File: config.mk
export PLATFORM = sky130hd
export DESIGN_NAME = fu_wb_arbiter
export DESIGN_NICKNAME = d
export VERILOG_FILES = /design/src/rtl/fu_wb_pkg.sv /design/src/rtl/wb_fifo.sv /design/src/rtl/fu_wb_arbiter.sv
export SDC_FILE = /design/constraint.sdc
export NUM_CORES = 2
export LEC_CHECK = 0
export BUFFER_PORTS_ARGS = -buffer_cell sky130_fd_sc_hd__buf_2
export CAP_MARGIN = 20
export CELL_PAD_IN_SITES_DETAIL_PLACEMENT = 1
export CELL_PAD_IN_SITES_GLOBAL_PLACEMENT = 1
export CORE_UTILIZATION = 40
export DETAILED_ROUTE_END_ITERATION = 8
export PLACE_DENSITY_LB_ADDON = 0.1
export SETUP_SLACK_MARGIN = 0.1
export SYNTH_ARGS = -nofsm -noshare
export SYNTH_HDL_FRONTEND = slang
export SYNTH_SLANG_ARGS = --single-unit
File: constraint.sdc
create_clock -name clk -period 16.9 [get_ports clk]
set_input_delay 2.535 -clock clk [delete_from_list [all_inputs] [get_ports clk]]
set_output_delay 2.535 -clock clk [all_outputs]
set_load 0.01 [all_outputs]
File: src/rtl/fu_wb_pkg.sv
// Shared types for the FU writeback arbiter: the buffered result bundle and
// the FU index width helper.
package fu_wb_pkg;

    localparam int WB_NUM_FU       = 4;
    localparam int WB_INST_ID_BITS = 6;
    localparam int WB_PRN_BITS     = 6;
    localparam int WB_MAX_OPERANDS = 3;
    localparam int WB_DATA_BITS    = 64;

    // we is pre-reduced to prn_valid & data_valid at enqueue time
    typedef struct packed {
        logic [WB_INST_ID_BITS-1:0]                     inst_id;
        logic [WB_MAX_OPERANDS-1:0][WB_PRN_BITS-1:0]    prn;
        logic [WB_MAX_OPERANDS-1:0]                     we;
        logic [WB_MAX_OPERANDS-1:0][WB_DATA_BITS-1:0]   data;
    } wb_entry_t;

    function automatic int fu_idx_bits(input int n);
        return (n > 1) ? $clog2(n) : 1;
    endfunction

endpackage

File: src/rtl/wb_fifo.sv
// Per-FU result buffer. A push into a full buffer is taken only when the
// head pops in the same cycle, so the FU never has to be stalled.
module wb_fifo
    import fu_wb_pkg::*;
#(
    parameter int DEPTH = 4
) (
    input  logic                      clk,
    input  logic                      rst,
    input  logic                      push,
    input  logic                      pop,
    input  wb_entry_t                 din,
    output wb_entry_t                 head,
    output logic [$clog2(DEPTH):0]    count,
    output logic                      full,
    output logic                      empty
);

    localparam int PW = $clog2(DEPTH);

    wb_entry_t         mem [DEPTH];
    logic [PW-1:0]     wr_ptr, rd_ptr;
    logic              push_ok, pop_ok;

    assign full    = (count == (PW+1)'(DEPTH));
    assign empty   = (count == '0);
    assign pop_ok  = pop && !empty;
    assign push_ok = push && (!full || pop_ok);
    assign head    = mem[rd_ptr];

    always_ff @(posedge clk or negedge rst) begin
        if (!rst) begin
            wr_ptr <= '0;
            rd_ptr <= '0;
            count  <= '0;
        end else begin
            if (push_ok) wr_ptr <= wr_ptr + PW'(1);
            if (pop_ok)  rd_ptr <= rd_ptr + PW'(1);
            count <= count + (PW+1)'(push_ok) - (PW+1)'(pop_ok);
        end
    end

    // Storage needs no reset: count gates every read
    always_ff @(posedge clk) begin
        if (push_ok) mem[wr_ptr] <= din;
    end

endmodule

File: src/rtl/fu_wb_arbiter.sv
// Buffers FU results and broadcasts one completion per cycle to the
// writeback bus, round-robin across FUs, with a grant lock under backpressure.
module fu_wb_arbiter
    import fu_wb_pkg::*;
#(
    parameter int NUM_FU      = WB_NUM_FU,
    parameter int DEPTH       = 4,
    parameter int HOLD_MARGIN = 2,
    localparam int IDX_W      = fu_idx_bits(NUM_FU)
) (
    input  logic                                                  clk,
    input  logic                                                  rst,
    input  logic [NUM_FU-1:0]                                     fu_out_valid,
    input  logic [NUM_FU-1:0][WB_INST_ID_BITS-1:0]                fu_out_inst_id,
    input  logic [NUM_FU-1:0][WB_MAX_OPERANDS-1:0][WB_PRN_BITS-1:0] fu_out_prn,
    input  logic [NUM_FU-1:0][WB_MAX_OPERANDS-1:0]                fu_out_prn_valid,
    input  logic [NUM_FU-1:0][WB_MAX_OPERANDS-1:0][WB_DATA_BITS-1:0] fu_out_data,
    input  logic [NUM_FU-1:0][WB_MAX_OPERANDS-1:0]                fu_out_data_valid,
    input  logic                                                  wb_ready,
    output logic                                                  wb_valid,
    output logic [IDX_W-1:0]                                      wb_fu_idx,
    output logic [WB_INST_ID_BITS-1:0]                            wb_inst_id,
    output logic [WB_MAX_OPERANDS-1:0][WB_PRN_BITS-1:0]           wb_prn,
    output logic [WB_MAX_OPERANDS-1:0]                            wb_we,
    output logic [WB_MAX_OPERANDS-1:0][WB_DATA_BITS-1:0]          wb_data,
    output logic [NUM_FU-1:0]                                     fu_hold,
    output logic                                                  overflow_err
);

    localparam int CW = $clog2(DEPTH) + 1;

    wb_entry_t                   din  [NUM_FU];
    wb_entry_t                   head [NUM_FU];
    logic [NUM_FU-1:0]           push, pop, full, empty;
    logic [NUM_FU-1:0][CW-1:0]   count;

    logic [IDX_W-1:0]            rr_ptr, lock_idx, grant, cand;
    logic                        locked, found, xfer;
    wb_entry_t                   gh;

    for (genvar g = 0; g < NUM_FU; g++) begin : g_fu
        assign din[g] = '{inst_id: fu_out_inst_id[g],
                          prn:     fu_out_prn[g],
                          we:      fu_out_prn_valid[g] & fu_out_data_valid[g],
                          data:    fu_out_data[g]};

        wb_fifo #(.DEPTH(DEPTH)) u_fifo (
            .clk   (clk),
            .rst   (rst),
            .push  (push[g]),
            .pop   (pop[g]),
            .din   (din[g]),
            .head  (head[g]),
            .count (count[g]),
            .full  (full[g]),
            .empty (empty[g])
        );

        assign fu_hold[g] = (DEPTH - int'(count[g])) <= HOLD_MARGIN;
    end

    // First non-empty buffer at or after the pointer; a held grant overrides
    always_comb begin
        grant = '0;
        cand  = '0;
        found = 1'b0;
        for (int k = 0; k < NUM_FU; k++) begin
            cand = IDX_W'((int'(rr_ptr) + k) % NUM_FU);
            if (!found && !empty[cand]) begin
                grant = cand;
                found = 1'b1;
            end
        end
        if (locked) grant = lock_idx;
    end

    // A locked grant always points at a non-empty buffer: it cannot pop untransferred
    assign wb_valid = locked || found;
    assign xfer     = wb_valid && wb_ready;
    assign pop      = xfer ? (NUM_FU'(1) << grant) : '0;
    assign push     = fu_out_valid;

    always_ff @(posedge clk or negedge rst) begin
        if (!rst) begin
            rr_ptr       <= '0;
            locked       <= 1'b0;
            lock_idx     <= '0;
            overflow_err <= 1'b0;
        end else begin
            if (xfer) begin
                rr_ptr <= (grant == IDX_W'(NUM_FU-1)) ? '0 : grant + IDX_W'(1);
                locked <= 1'b0;
            end else if (wb_valid) begin
                locked   <= 1'b1;
                lock_idx <= grant;
            end
            if (|(push & full & ~pop)) overflow_err <= 1'b1;
        end
    end

    assign gh         = head[grant];
    assign wb_fu_idx  = wb_valid ? grant      : '0;
    assign wb_inst_id = wb_valid ? gh.inst_id : '0;
    assign wb_prn     = wb_valid ? gh.prn     : '0;
    assign wb_we      = wb_valid ? gh.we      : '0;
    assign wb_data    = wb_valid ? gh.data    : '0;

endmodule

==> impl_metrics.py <==
metrics = {
    "drt": {
        "drc_errors": 0,
        "vias_per_cell": 5.63,
        "vias": 68403,
        "ant_nets": 0,
        "detail_route.wl_per_cell_um": 34.1,
        "wirelength_mm": 415,
        "drt_iter0_markers": 6011,
        "first_pass_iters": 5,
    },
    "setup_path": {
        "start_kind": "register",
        "arrival_ps": 6530,
        "cp_slowest_stage_delay_ps": 960,
        "setup.worst_path.class": "reg -> out",
        "crit_family": "buffers and inverters",
        "crit_buf_inv": 4,
        "critPathCaptureType": "primary output",
        "slowest_stage": "a211oi_1",
        "cp_max_fo": 75,
        "worst_ep_required_time_ps": 14370,
        "cp_cell_sequence": "inv_1, ha_1, ha_1, nor2b_1, o311ai_0, a211o_1, and3_4, buf_4, buf_4, a211oi_1, a211oi_1, buf_2",
    },
    "sta": {
        "rsz0062_at_grt": "false",
        "final.setup.worst_slack_ps": 7830,
        "fmax_ghz": 0.110,
        "worst_slew_pin_slew_ps": 1400,
        "relSlewSlack_pct": 6.48,
        "drv_slew": 0,
        "skew_ps": 56.0,
        "setup-tns-final_ps": 0,
        "finalCritPeriodShare_pct": 53.7,
        "final.min_clock_period_ps": 9070,
        "final_hold_viol_count": 0,
        "setup_violations": 0,
    },
    "cells_and_area": {
        "syn2layout_area_growth_pct": 17.6,
        "fin_cells": 12140,
        "multi_input_area_mm2": 0.0284,
        "drive_gt1_share_pct": 36.1,
        "nets": 8101,
        "fillers": 30576,
        "post-route-util_pct": 47.4,
        "seqCellArea_mm2": 0.106,
    },
    "power_and_ir_drop": {
        "p_int_mw": 20.3,
        "clock_power_share_pct": 27.4,
        "leakage_nw": 52.9,
        "p_seq_share_pct": 40.6,
        "combPwrFrac_pct": 31.9,
        "switching_share_pct": 33.0,
        "switchingPower_mw": 10.0,
        "p_per_area_mw_per_mm2": 190,
        "ir_drop_mv": 0.133,
    },
    "floorplan": {
        "io_pins": 1122,
        "dieHeight_um": 585,
        "start_util_pct": 40.3,
        "row_count": 213,
        "die_area_mm2": 0.342,
        "die_w_um": 585,
        "fp.coreArea_mm2": 0.337,
    },
    "global_routing": {
        "antenna_found_initial": 397,
        "grt-ovfl-total": 0,
        "grt_first_pass_wirelength_mm": 571,
        "gr-usage-all-layers_pct": 23.9,
        "grt_max_degree": 144,
        "grt_pass1_vias": 71349,
    },
    "clock_network": {
        "cts_root_buffer": "clkbuf_16",
        "tritoncts": "done",
        "post_cts_resized": 0,
        "htree_num_levels": 5,
        "cts_setup_buffers": 0,
        "clock-sinks": 3538,
        "path_clk_slew_ps": 60,
        "cts_buffers": 388,
        "cts_buffer_depth": 4,
        "insertion_delay_ps": 960,
        "cts_hold_buf": 0,
    },
    "synth": {
        "synth_edf_count": 3504,
        "yosysMostFrequentCell": "edfxtp_1",
        "synth_area_leaders": "edfxtp_1, mux4_2, a211oi_1, mux2i_1, and3_1",
        "syn_avg_cell_area_um2": 23.1,
        "ys.flop_type": "edfxtp_1",
        "yosysSeqAreaShare_pct": 78.0,
        "synthDominantCellAreaShare_pct": 77.4,
        "synth_cells": 5894,
        "synth_cell_type_count": 57,
        "ys_ff_latch": 3538,
        "async_flop_share_pct": 0.961,
        "syn_area_mm2": 0.136,
        "synth_area_leader_cell": "edfxtp_1",
        "ys_warn_count": 0,
        "synth_nets": 6838,
        "netlist_top_cells_count": "edfxtp_1, mux4_2, a211oi_1",
    },
    "placement": {
        "place_hpwl_mm": 264,
        "placed_cells": 11280,
        "post-place-ws_ps": 8850,
        "portBuffers": 1121,
        "finalWeightedCongestion": 0.775,
    },
    "job": {
        "drv_cap": 0,
    },
    "worst_hold_path": {
        "min_path_type": "reg -> reg",
    },
    "status": {
        "status": "finished clean",
    },
}
area by class of cell:
class / instances / area share, %
diodes: 149 / 0.233
clock buffers: 475 / 6.37
clock inverters: 234 / 1.41
inverters: 33 / 0.0775
multi-input cells: 1949 / 17.8
flip-flops and latches: 3538 / 66.4
well taps: 4515 / 3.53
repair buffers: 1247 / 4.25
stage by stage:
stage,cell area (um2),hold WS [ps],total power [mW]
final,160000,519,30.3
after global routing,160000,534,31.5
after CTS,159000,522,30.8
after detailed placement,147000,497,22.5
after global placement,147000,493,22.3
after floorplan,136000,472,18.7
layout by cell type (no fill, tap or decap), types with 4 or more instances in the layout:
master | netlist | routed
edfxtp_1 | 3504 | 3504
buf_2 | 36 | 1121
mux4_2 | 876 | 876
a211oi_1 | 441 | 441
clkbuf_16 | 0 | 394
mux2i_1 | 222 | 222
and3_1 | 220 | 219
diode_2 | 0 | 149
buf_4 | 0 | 107
clkinv_1 | 0 | 93
clkbuf_1 | 321 | 79
clkinv_2 | 0 | 71
ha_1 | 45 | 45
bufinv_16 | 0 | 33
inv_1 | 31 | 31
dfrtp_1 | 34 | 26
buf_12 | 0 | 18
and2_1 | 25 | 13
and2_4 | 0 | 12
xnor2_1 | 10 | 10
xor2_1 | 10 | 10
nand2b_1 | 10 | 9
clkinvlp_4 | 0 | 9
nand2_1 | 8 | 8
inv_16 | 0 | 8
dfrtp_4 | 0 | 8
a21oi_1 | 7 | 7
nand3_1 | 6 | 6
clkinv_16 | 0 | 6
inv_6 | 0 | 6
nor2_1 | 5 | 5
a21o_1 | 5 | 5
nor2b_1 | 8 | 4
nor2b_4 | 0 | 4
mux2_2 | 4 | 4
fa_1 | 4 | 4
clkinv_8 | 0 | 4
cells by family (layout without fill, tap and decap cells):
logic type,after synthesis,in the layout,share of synthesized area (%)
simple gates,302,302,1.37
buf+inv,407,1989,1.16
compound gates,475,475,2.65
fa+ha+maj,49,49,0.473
mux,1103,1103,16.2
flops,3538,3538,78.0
xor+xnor,20,20,0.129
other cells,0,149,0
per-layer routing:
layer | track usage (%) | part of all wire [%]
met1 | 31.8 | 40
met2 | 37.9 | 47
met3 | 7.51 | 9.4
met4 | 6.57 | 2.9
met5 | 0 | 0.34
registers in the layout, summed over array words and instances, names as in the netlist:
register            count
g_fu.u_fifo.count      12
g_fu.u_fifo.mem      3504
g_fu.u_fifo.rd_ptr      8
g_fu.u_fifo.wr_ptr      8
lock_idx                2
locked                  1
overflow_err            1
rr_ptr                  2
power by group through the flow:
stage	sequential [mW]	combinational [mW]	clock [mW]
2_1_floorplan	12.7	5.98	0
3_5_place_dp	12.6	9.90	0
5_1_grt	12.5	10.2	8.79
4_1_cts	12.4	9.93	8.51
3_3_place_gp	12.4	9.87	0
6_report	12.3	9.68	8.32
final timing paths:
kind / start / endpoint / slack [ps] / cells after the start
max: g_fu[2].u_fifo.count[1] / wb_data[60] / 7830 / 12
min: lock_idx[0] / lock_idx[0] / 520 / 1
max reg2reg: g_fu[2].u_fifo.count[1] / g_fu[3].u_fifo.mem[3][67] / 9750 / 14
min reg2reg: lock_idx[0] / lock_idx[0] / 520 / 1
max in group asynchronous: rst / g_fu[2].u_fifo.rd_ptr[1] / 14520 / 1
min in group asynchronous: rst / g_fu[3].u_fifo.count[1] / 1700 / 1
(Power assumes the default switching activity.)
